===== config.mk =====
export PLATFORM = sky130hd
export DESIGN_NAME = load_store_unit
export DESIGN_NICKNAME = d
export VERILOG_FILES = /design/src/rtl/load_store_unit.sv
export SDC_FILE = /design/constraint.sdc
export NUM_CORES = 1
export LEC_CHECK = 0
export CAP_MARGIN = 20
export CORE_MARGIN = 2
export CORE_UTILIZATION = 25
export CTS_BUF_LIST = sky130_fd_sc_hd__clkbuf_8
export DETAILED_ROUTE_END_ITERATION = 6
export DONT_BUFFER_PORTS = 1
export PLACE_DENSITY = 0.52
export SYNTH_ARGS = -nofsm -noshare
export SYNTH_HDL_FRONTEND = slang
export SYNTH_SLANG_ARGS = --single-unit

===== constraint.sdc =====
create_clock -name clk -period 1.6 [get_ports clk]
set_input_delay 0.24 -clock clk [delete_from_list [all_inputs] [get_ports clk]]
set_output_delay 0.24 -clock clk [all_outputs]
set_load 0.01 [all_outputs]

===== src/rtl/load_store_unit.sv =====
// load_store_unit: single-request initiator for the 32 x 32-bit data memory.
// Loads return little-endian lane data extended to 32 bits; sub-word stores
// are done as read-modify-write because the memory only writes whole words.
// Optional feature macro: LSU_SUBWORD_EN enables byte/halfword accesses.
// Without it only aligned word accesses are legal; other sizes respond with
// rsp_err and never touch memory.
module load_store_unit (
   input  logic        clk,
   input  logic        rst,
   input  logic        req_valid,
   output logic        req_ready,
   input  logic        req_write,
   input  logic [1:0]  req_size,
   input  logic        req_signed,
   input  logic [6:0]  req_addr,
   input  logic [31:0] req_wdata,
   output logic        rsp_valid,
   output logic [31:0] rsp_rdata,
   output logic        rsp_err,
   output logic        data_read_flag,
   output logic        data_write_flag,
   output logic [4:0]  data_addr,
   output logic [31:0] val,
   input  logic [31:0] read_out
);

   localparam logic [1:0] SZ_BYTE = 2'b00;
   localparam logic [1:0] SZ_HALF = 2'b01;
   localparam logic [1:0] SZ_WORD = 2'b10;

   typedef enum logic [1:0] {IDLE, RD, WR, RESP} state_t;

   state_t      state, state_nxt;

   // Latched request fields (data path, not reset)
   logic        wr_q;
   logic [1:0]  size_q;
   logic        sgn_q;
   logic [6:0]  addr_q;
   logic [31:0] wdata_q;

   logic        rd_en, wr_en;
   logic        req_err;
   logic        accept;

`ifdef LSU_SUBWORD_EN
   // Little-endian lane extraction with optional sign extension
   function automatic logic [31:0] load_extract(input logic [31:0] word,
                                                input logic [1:0]  size,
                                                input logic [1:0]  lane,
                                                input logic        sgn);
      logic signed [7:0]  b;
      logic signed [15:0] h;
      logic [31:0]        r;
      b = word[{lane, 3'b000} +: 8];
      h = word[{lane[1], 4'b0000} +: 16];
      case (size)
         SZ_BYTE: r = sgn ? 32'(b) : {24'b0, b};
         SZ_HALF: r = sgn ? 32'(h) : {16'b0, h};
         default: r = word;
      endcase
      return r;
   endfunction

   // Replace the addressed lane of the captured word with the store data
   function automatic logic [31:0] store_merge(input logic [31:0] old,
                                               input logic [31:0] wdata,
                                               input logic [1:0]  size,
                                               input logic [1:0]  lane);
      logic [31:0] r;
      r = old;
      if (size == SZ_BYTE)
         r[{lane, 3'b000} +: 8] = wdata[7:0];
      else if (size == SZ_HALF)
         r[{lane[1], 4'b0000} +: 16] = wdata[15:0];
      return r;
   endfunction

   assign req_err = (req_size == 2'b11) ||
                    (req_size == SZ_HALF && req_addr[0]) ||
                    (req_size == SZ_WORD && req_addr[1:0] != 2'b00);
`else
   // Word-only build: every non-word size is rejected
   assign req_err = (req_size != SZ_WORD) || (req_addr[1:0] != 2'b00);

   logic unused_subword;
   assign unused_subword = ^{sgn_q, size_q, addr_q[1:0]};
`endif

   assign accept = (state == IDLE) && req_valid;

   // State register
   always_ff @(posedge clk) begin
      if (rst)
         state <= IDLE;
      else
         state <= state_nxt;
   end

   // Next-state and memory-side controls
   always_comb begin
      state_nxt = state;
      req_ready = 1'b0;
      rsp_valid = 1'b0;
      rd_en     = 1'b0;
      wr_en     = 1'b0;
      data_addr = 5'd0;
      val       = 32'd0;
      case (state)
         IDLE: begin
            req_ready = 1'b1;
            if (req_valid) begin
               if (req_err)
                  state_nxt = RESP;
               else if (!req_write || req_size != SZ_WORD)
                  state_nxt = RD;
               else
                  state_nxt = WR;
            end
         end
         RD: begin
            rd_en     = 1'b1;
            data_addr = addr_q[6:2];
            state_nxt = wr_q ? WR : RESP;
         end
         WR: begin
            wr_en     = 1'b1;
            data_addr = addr_q[6:2];
            val       = wdata_q;
            state_nxt = RESP;
         end
         RESP: begin
            rsp_valid = 1'b1;
            state_nxt = IDLE;
         end
         default: state_nxt = IDLE;
      endcase
   end

   // A reset arriving mid-access must not let the memory see an enable
   assign data_read_flag  = rd_en & ~rst;
   assign data_write_flag = wr_en & ~rst;

   // Capture the request on handshake; fold read data into the store word
   always_ff @(posedge clk) begin
      if (accept) begin
         wr_q    <= req_write;
         size_q  <= req_size;
         sgn_q   <= req_signed;
         addr_q  <= req_addr;
         wdata_q <= req_wdata;
      end
`ifdef LSU_SUBWORD_EN
      else if (state == RD && wr_q) begin
         wdata_q <= store_merge(read_out, wdata_q, size_q, addr_q[1:0]);
      end
`endif
   end

   // Response registers, loaded on entry to RESP and held until the next one
   always_ff @(posedge clk) begin
      if (rst) begin
         rsp_rdata <= 32'd0;
         rsp_err   <= 1'b0;
      end else if (accept && req_err) begin
         rsp_rdata <= 32'd0;
         rsp_err   <= 1'b1;
      end else if (state == RD && !wr_q) begin
`ifdef LSU_SUBWORD_EN
         rsp_rdata <= load_extract(read_out, size_q, addr_q[1:0], sgn_q);
`else
         rsp_rdata <= read_out;
`endif
         rsp_err   <= 1'b0;
      end else if (state == WR) begin
         rsp_rdata <= 32'd0;
         rsp_err   <= 1'b0;
      end
   end

endmodule


==> insert_results.sql, run 1 <==
INSERT INTO impl_metrics (metric_group, metric, value, unit) VALUES
('outcome', 'outcome', 'finished, violations left', ''),
('outcome', 'failed_checks', 'negative setup slack', ''),
('grt', 'initial_antenna_violation_count', '1', ''),
('hold_path', 'min_delay_worst_endpoint', 'rsp_rdata[1]$_SDFFE_PP0P_', ''),
('timing', 'min_period_over_period', '1.01', ''),
('critical_path', 'worstPathCellList', 'inv_4 > ha_4 > buf_12 > clkbuf_16 > and2_4', ''),
('floorplanning', 'start_util', '0.258', ''),
('synthesis', 'ys_seq_elements', '73', ''),
('synthesis', 'biggest_area_consumer_among_synthesized_cells', 'sky130_fd_sc_hd__edfxtp_1', ''),
('synthesis', 'yosys-mux-area-fraction', '0', ''),
('place', 'numPortBuffers', '0', ''),
('place', 'placed_cells_incl_taps', '383', ''),
('timing', 'worstMarginPinSlew', '0.541', 'ns'),
('critical_path', 'setup.worst_path.end_class', 'output port', ''),
('synthesis', 'synthAdderAreaFrac', '0.0168', ''),
('critical_path', 'cpPeakStageDelay', '0.36', 'ns'),
('synthesis', 'synth_async_reset_ratio', '0', ''),
('timing', 'post-route-worst-setup-slack', '-0.0148', 'ns'),
('power', 'peakVddDrop', '0.000487', 'V'),
('grt', 'first_pass_grt_wire_length', '11.9', 'mm'),
('place', 'gpl.final_weighted_congestion', '0.723', ''),
('synthesis', 'synth_enable_flop_cells', '38', ''),
('drt', 'drc_violation_count_after_routing', '0', ''),
('clocking', 'clk-insertion-delay-late', '0.36', 'ns'),
('drt', 'detail-route-antenna-nets', '0', ''),
('floorplanning', 'top_level_pins', '152', ''),
('critical_path', 'critPathLaunchType', 'flip-flop', ''),
('place', 'post-dp-hpwl', '4.71', 'mm'),
('drt', 'wl_per_cell', '16.8', 'um'),
('power', 'cellLeakagePower', '1.48', 'nW'),
('clocking', 'cts_htree_levels', '3', ''),
('synthesis', 'synthXorXnorAreaFrac', '0', ''),
('final_layout', 'num-nets-final', '405', ''),
('synthesis', 'synthesis.area_per_instance', '12.0', 'sq um'),
('timing', 'maxSlewViolCount', '0', ''),
('critical_path', 'gate_family_responsible_for_the_most_delay_along_the_worst_path', 'flip-flops', ''),
('hold_path', 'holdPathStages', '2', ''),
('flow_run', 'maxCapViolations', '0', ''),
('critical_path', 'timing.reg2reg.worst_path_depth', '5', ''),
('synthesis', 'main_combinational_cell_family_by_area_after_synthesis', 'simple AND/OR/NAND/NOR gates', ''),
('drt', 'drtPass1Iterations', '4', ''),
('final_layout', 'post_route_insts_no_fill', '472', ''),
('synthesis', 'synth-compound-area-share', '0.110', ''),
('critical_path', 'worstPathBufferInverterCount', '3', ''),
('synthesis', 'dominant_cell_by_count_in_the_synthesized_netlist', 'sky130_fd_sc_hd__edfxtp_1', ''),
('timing', 'max_frequency', '0.619', 'GHz'),
('floorplanning', 'floorplan.core_area', '11600', 'sq um'),
('timing', 'grt_setup_unrepaired', 'true', ''),
('clocking', 'clock-sinks', '73', ''),
('floorplanning', 'die_ht', '113', 'um'),
('drt', 'postRouteWirelength', '7.93', 'mm'),
('drt', 'drt-vias-per-instance', '4.53', ''),
('critical_path', 'path_class', 'flip-flop to output port', ''),
('timing', 'fin_worst_skew', '0.0109', 'ns'),
('drt', 'via_count', '2138', ''),
('critical_path', 'critical-path-slowest-cell', 'sky130_fd_sc_hd__dfxtp_2', ''),
('synthesis', 'flip_flop_cell_with_the_highest_count_after_synthesis', 'sky130_fd_sc_hd__edfxtp_1', ''),
('final_layout', 'drive_gt1_frac', '0.320', ''),
('timing', 'finalSetupViolCount', '17', ''),
('synthesis', 'synthSimpleGateAreaFrac', '0.223', ''),
('grt', 'globalRouteTotalUtil', '0.123', ''),
('critical_path', 'cp_data_arrival_time', '1.37', 'ns'),
('critical_path', 'ff2ff_setup_slack', '0.12', 'ns'),
('grt', 'grt_start_max_net_pins', '39', ''),
('clocking', 'clk_path_buf_depth', '2', ''),
('clocking', 'tritoncts.num_buffers', '9', ''),
('grt', 'first_global_vias', '2226', ''),
('floorplanning', 'die_area', '12800', 'sq um'),
('synthesis', 'synth.top_cell.area_share', '0.382', ''),
('critical_path', 'worst_ep_required_time', '1.36', 'ns'),
('clocking', 'cts_root_buffer', 'sky130_fd_sc_hd__clkbuf_8', '');
registers in the layout (all words and copies together), names as in the netlist:
register / cells
wdata_q: 32
rsp_err: 1
wr_q: 1
addr_q: 5
state: 2
rsp_rdata: 32
where the power goes:
group | total, W | switching (W) | leakage, nW | internal [W]
Sequential | 0.00254 | 0.000187 | 0.641 | 0.00235
Clock | 0.00160 | 0.000694 | 0.116 | 0.000902
Combinational | 0.00251 | 0.00122 | 0.720 | 0.00128
Total | 0.00664 | 0.00210 | 1.48 | 0.00453
how the worst max path moves through the flow:
stage / startpoint / end / cells after the start
floorplan: state[0]$_SDFFE_PP0P_ / rsp_rdata[10]$_SDFFE_PP0P_ / 6
global placement: state[0]$_SDFFE_PP0P_ / rsp_rdata[31]$_SDFFE_PP0P_ / 5
detailed placement: state[1]$_SDFFE_PP0P_ / rsp_rdata[31]$_SDFFE_PP0P_ / 5
CTS: state[0]$_SDFFE_PP0P_ / val[0] / 5
global route: state[0]$_SDFFE_PP0P_ / val[16] / 5
finish: state[0]$_SDFFE_PP0P_ / val[16] / 5
metal layers:
metal	global-route usage	up-vias	wire, um
li1	-	1004	-
met1	0.134	1014	3270
met2	0.204	106	3790
met3	0.0471	14	658
met4	0.0740	0	216
met5	0	-	0
what timing repair did:
item | in CTS | in global routing
setup endpoints to repair | 35 | 34
gates cloned | 2 | 2
hold buffers | 64 | 0
resized for setup | 38 | 6
pin swaps | 1 | 1
setup buffers | 5 | 0
endpoints found under the hold margin | 66 | 0
cell type report:
class	count	area, sq um
diodes	1	2.50
flip-flops and latches	73	1850
clock inverters	6	76.3
inverters	3	13.8
repair buffers	80	870
multi-input cells	156	1170
clock buffers	10	138
fillers	1079	7270
well taps	143	179
metrics by stage:
stage | hold slack [ns] | total power, W | cell area (sq um) | utilization | setup TNS [ns]
detailed placement | 0.313 | 0.00426 | 3190 | 0.276 | 0
global route | 0.00801 | 0.00701 | 4290 | 0.371 | -1.22
global placement | 0.311 | 0.00422 | 3190 | 0.276 | 0
finish | 0.0290 | 0.00664 | 4290 | 0.371 | -0.149
CTS | 0.00298 | 0.00666 | 4270 | 0.369 | -0.840
floorplan | 0.309 | 0.00378 | 2990 | - | 0
kinds of logic after synthesis:
family,count (synthesis)
and+or+nand+nor,113
AOI/OAI and AO/OA,39
adders and majority gates,4
buffers and inverters,21
DFF,73
layout by cell type (no fill, tap or decap), types with 2 or more instances in the layout:
cell,n
sky130_fd_sc_hd__a21oi_2,30
sky130_fd_sc_hd__inv_1,4
sky130_fd_sc_hd__and2_1,2
sky130_fd_sc_hd__nand3b_1,33
sky130_fd_sc_hd__dfxtp_1,33
sky130_fd_sc_hd__and2_4,36
sky130_fd_sc_hd__dlygate4sd3_1,64
sky130_fd_sc_hd__nand2b_1,2
sky130_fd_sc_hd__edfxtp_1,38
sky130_fd_sc_hd__a21oi_1,4
sky130_fd_sc_hd__ha_4,2
sky130_fd_sc_hd__nor2_1,2
sky130_fd_sc_hd__bufinv_16,2
sky130_fd_sc_hd__ha_1,2
sky130_fd_sc_hd__nand2_1,34
sky130_fd_sc_hd__clkbuf_8,10
sky130_fd_sc_hd__buf_12,5
sky130_fd_sc_hd__buf_4,8
No activity file was read; power rests on OpenSTA's default activity.
==> run 2, diff against run 1 <==
- ABC_AREA: unset -> 1
- CORE_UTILIZATION: 25 -> 40
- PLACE_DENSITY: 0.52 -> 0.68
==> run 2 against run 1 <==
  * The flow now finishes without violations
  * Synthesized cell count increased by 20%
  * Maximum frequency grew 2.9%
  * Via count down 0.84%
  * Utilization is 16 points higher
  * Wire length shrank 14%
  * Highest routed layer unchanged
==> insert_results.sql, run 2 <==
INSERT INTO impl_metrics (metric_group, metric, value, unit) VALUES
('power', 'internal-power', '0.00346', 'W'),
('critical_path', 'timing.reg2reg.worst_path_depth', '7', ''),
('synthesis', 'synthesis.area_per_instance', '10.2', 'sq um'),
('critical_path', 'crit_path_start', 'state[0]$_SDFFE_PP0P_', ''),
('clocking', 'clk-insertion-delay-late', '0.34', 'ns'),
('floorplanning', 'die_area', '8340', 'sq um'),
('synthesis', 'synth_enable_flop_cells', '38', ''),
('grt', 'met3_usage', '0.0490', ''),
('drt', 'drtPass1Iterations', '4', ''),
('grt', 'grt_start_max_net_pins', '34', ''),
('drt', 'detail-route-antenna-nets', '0', ''),
('final_layout', 'seq_area', '1850', 'sq um'),
('critical_path', 'critPathLaunchType', 'flip-flop', ''),
('critical_path', 'critPathMaxFanout', '8', ''),
('final_layout', 'reg_top3', 'rsp_rdata (32), wdata_q (32), addr_q (5)', ''),
('clocking', 'clk_pin_slew_worst_setup_hold_paths', '0.08', 'ns'),
('critical_path', 'timing.rr.end', 'rsp_rdata[13]$_SDFFE_PP0P_', ''),
('outcome', 'outcome', 'finished clean', ''),
('timing', 'min_period_over_period', '0.981', ''),
('power', 'design_power_total', '0.00524', 'W'),
('final_layout', 'layout_common_cells', 'sky130_fd_sc_hd__nand2_1, sky130_fd_sc_hd__dlygate4sd3_1, sky130_fd_sc_hd__edfxtp_1', ''),
('drt', 'postRouteWirelength', '6.84', 'mm'),
('final_layout', 'antenna_cells_inserted', '0', ''),
('critical_path', 'timing.critical_path.depth', '5', ''),
('clocking', 'cts_tree', 'yes', ''),
('place', 'post-dp-hpwl', '4.23', 'mm'),
('power', 'cellLeakagePower', '1.57', 'nW'),
('final_layout', 'post_route_insts_no_fill', '451', ''),
('drt', 'detail_route.iter0.violations', '83', ''),
('timing', 'grt_setup_unrepaired', 'true', ''),
('critical_path', 'critical-path-slowest-cell', 'sky130_fd_sc_hd__dfxtp_4', ''),
('power', 'peakVddDrop', '0.000501', 'V'),
('final_layout', 'drive_gt1_frac', '0.366', ''),
('timing', 'timing.final.hold_violations', '0', ''),
('synthesis', 'synthesis.area', '3050', 'sq um'),
('grt', 'grt.busiest_layer', 'met2', ''),
('final_layout', 'num-nets-final', '429', ''),
('power', 'switching_share', '0.339', ''),
('critical_path', 'r2r-start', 'state[1]$_SDFFE_PP0P_', ''),
('synthesis', 'yosys.cell_types.count', '21', ''),
('place', 'postPlaceCellArea', '3090', 'sq um'),
('drt', 'via_count', '2120', ''),
('synthesis', 'synth_fp_nets', '381', ''),
('final_layout', 'layout.cells.most_common', 'sky130_fd_sc_hd__nand2_1', ''),
('drt', 'wl_per_cell', '15.2', 'um'),
('final_layout', 'area_growth_syn_to_layout', '26.8', '%'),
('grt', 'global_route.overflow_total', '0', ''),
('final_layout', 'post_route_cell_area', '3870', 'sq um'),
('synthesis', 'synth_common_cells', 'sky130_fd_sc_hd__nand2_1, sky130_fd_sc_hd__inv_1, sky130_fd_sc_hd__edfxtp_1', ''),
('power', 'power_frac_seq', '0.452', ''),
('critical_path', 'cp_data_arrival_time', '1.33', 'ns'),
('power', 'power_switching', '0.00178', 'W'),
('synthesis', 'flip_flop_cell_with_the_highest_count_after_synthesis', 'sky130_fd_sc_hd__edfxtp_1', ''),
('grt', 'gr_layer_usage_met1', '0.177', ''),
('synthesis', 'synth_warnings', '0', ''),
('timing', 'fin_worst_skew', '0.0127', 'ns'),
('grt', 'globalRouteTotalUtil', '0.154', ''),
('timing', 'worstMarginPinSlew', '0.325', 'ns'),
('place', 'numPortBuffers', '0', ''),
('critical_path', 'cpPeakStageDelay', '0.36', 'ns'),
('synthesis', 'dominant_cell_by_count_in_the_synthesized_netlist', 'sky130_fd_sc_hd__nand2_1', ''),
('floorplanning', 'top_level_pins', '152', ''),
('critical_path', 'worstPathCellList', 'inv_4 > ha_4 > buf_6 > nand2_1 > inv_1', ''),
('place', 'gpl.final_weighted_congestion', '0.710', ''),
('place', 'placed_cells_incl_taps', '392', ''),
('final_layout', 'final_util', '0.528', ''),
('synthesis', 'biggest_area_consumer_among_synthesized_cells', 'sky130_fd_sc_hd__edfxtp_1', ''),
('hold_path', 'min-delay-path-class', 'input port to flip-flop', ''),
('drt', 'drc_violation_count_after_routing', '0', ''),
('timing', 'post-route-worst-setup-slack', '0.0304', 'ns'),
('timing', 'maxSlewViolCount', '0', ''),
('clocking', 'tritoncts.num_buffers', '9', ''),
('final_layout', 'n_fill_cell', '625', ''),
('place', 'dpl_worst_slack', '0.151', 'ns'),
('final_layout', 'multi_input_comb_area', '956', 'sq um'),
('critical_path', 'ff2ff_setup_slack', '0.14', 'ns'),
('clocking', 'cts_root_buffer', 'sky130_fd_sc_hd__clkbuf_8', ''),
('grt', 'first_pass_grt_wire_length', '10.0', 'mm'),
('timing', 'max_slew_margin', '0.784', ''),
('critical_path', 'worstPathBufferInverterCount', '3', ''),
('clocking', 'cts_htree_levels', '3', ''),
('synthesis', 'syn_inst', '299', ''),
('synthesis', 'ys_seq_elements', '73', ''),
('critical_path', 'gate_family_responsible_for_the_most_delay_along_the_worst_path', 'flip-flops', ''),
('grt', 'initial_antenna_violation_count', '0', ''),
('floorplanning', 'die_w', '91.3', 'um'),
('critical_path', 'path_class', 'flip-flop to output port', ''),
('critical_path', 'worstSetupEndpoint', 'val[22]', ''),
('clocking', 'clk_path_buf_depth', '2', ''),
('synthesis', 'synth.top_cell.area_share', '0.374', ''),
('synthesis', 'post_synth_main_area_contributors', 'sky130_fd_sc_hd__edfxtp_1, sky130_fd_sc_hd__dfxtp_1, sky130_fd_sc_hd__nand2_1', ''),
('timing', 'max_frequency', '0.637', 'GHz'),
('critical_path', 'setup.worst_path.end_class', 'output port', ''),
('floorplanning', 'die_ht', '91.3', 'um'),
('drt', 'drt-vias-per-instance', '4.70', ''),
('flow_run', 'maxCapViolations', '0', ''),
('timing', 'layout_min_cycle_time', '1.57', 'ns'),
('floorplanning', 'rows', '31', ''),
('power', 'p_comb_frac', '0.272', ''),
('floorplanning', 'floorplan.core_area', '7330', 'sq um'),
('grt', 'first_global_vias', '2061', ''),
('timing', 'finalSetupViolCount', '0', ''),
('clocking', 'clock-sinks', '73', ''),
('grt', 'grt_use_met2', '0.264', ''),
('power', 'power-per-cell-area', '1350', 'nW/um^2'),
('synthesis', 'synth_async_reset_ratio', '0', ''),
('critical_path', 'worst_ep_required_time', '1.36', 'ns'),
('power', 'pwr-share-clk', '0.276', ''),
('synthesis', 'synth_seq_area_share', '0.604', ''),
('floorplanning', 'start_util', '0.416', '');
==> run 2: how the worst min path moves through the flow <==
stage	from	to	cells after the start
floorplan	rst	rsp_err$_SDFFE_PP0P_	1
global placement	rst	rsp_err$_SDFFE_PP0P_	1
detailed placement	rst	rsp_err$_SDFFE_PP0P_	1
CTS	read_out[1]	rsp_rdata[1]$_SDFFE_PP0P_	2
global route	read_out[13]	rsp_rdata[13]$_SDFFE_PP0P_	2
finish	read_out[1]	rsp_rdata[1]$_SDFFE_PP0P_	2
==> run 2: worst register-to-register path, stage by stage, from the launching register on <==
cell and delay [ns]:
sky130_fd_sc_hd__dfxtp_2 0.35, sky130_fd_sc_hd__inv_1 0.13, sky130_fd_sc_hd__ha_1 0.21, sky130_fd_sc_hd__nand2_2 0.10
sky130_fd_sc_hd__nand2_4 0.08, sky130_fd_sc_hd__clkinv_4 0.22, sky130_fd_sc_hd__nand2_1 0.18, sky130_fd_sc_hd__a21oi_2 0.06
==> run 2: logic make-up after synthesis <==
logic type | after synthesis | synth area share
adders and majority gates | 4 | 0.0164
AOI/OAI and AO/OA | 35 | 0.0944
DFF | 73 | 0.604
and+or+nand+nor | 122 | 0.173
buffers and inverters | 65 | 0.112
==> run 2: layout make-up <==
| cell class | count | share of cell area |
|---|---|---|
| Inverter | 52 | 0.0556 |
| Sequential cell | 73 | 0.478 |
| Clock buffer | 9 | 0.0320 |
| Multi-Input combinational cell | 161 | 0.247 |
| Timing Repair Buffer | 50 | 0.136 |
| Clock inverter | 7 | 0.0201 |
| Tap cell | 99 | 0.0320 |
==> run 2: per-stage QoR <==
| stage | hold slack (ns) | setup TNS [ns] |
|---|---|---|
| CTS | 0.0210 | -1.41 |
| finish | 0.0466 | 0 |
| floorplan | 0.309 | 0 |
| global placement | 0.311 | 0 |
| detailed placement | 0.313 | 0 |
| global route | 0.0274 | -0.447 |
==> run 2: metal layers <==
metal | up-vias | share of wire | routed length, um
met3 | 10 | 0.080 | 550
met4 | 0 | 0.011 | 78
li1 | 1012 | - | -
met1 | 988 | 0.40 | 2760
met2 | 110 | 0.50 | 3450
met5 | - | 0 | 0
==> run 2: repair_timing <==
| item | 4_1_cts | 5_1_grt |
|---|---|---|
| buffers inserted | 0 | 1 |
| resized for setup | 4 | 61 |
| gates cloned | 0 | 3 |
| hold endpoints to repair | 40 | 0 |
| setup endpoints to repair | 37 | 39 |
| hold buffers | 39 | 0 |
==> run 2: power groups by stage <==
| stage | Sequential, W | Clock [W] | Combinational, W |
|---|---|---|---|
| after floorplan | 0.00235 | 0 | 0.000980 |
| after global routing | 0.00239 | 0.00158 | 0.00156 |
| after global placement | 0.00238 | 0 | 0.00104 |
| after detailed placement | 0.00238 | 0 | 0.00107 |
| after CTS | 0.00234 | 0.00150 | 0.00117 |
| final | 0.00237 | 0.00145 | 0.00142 |
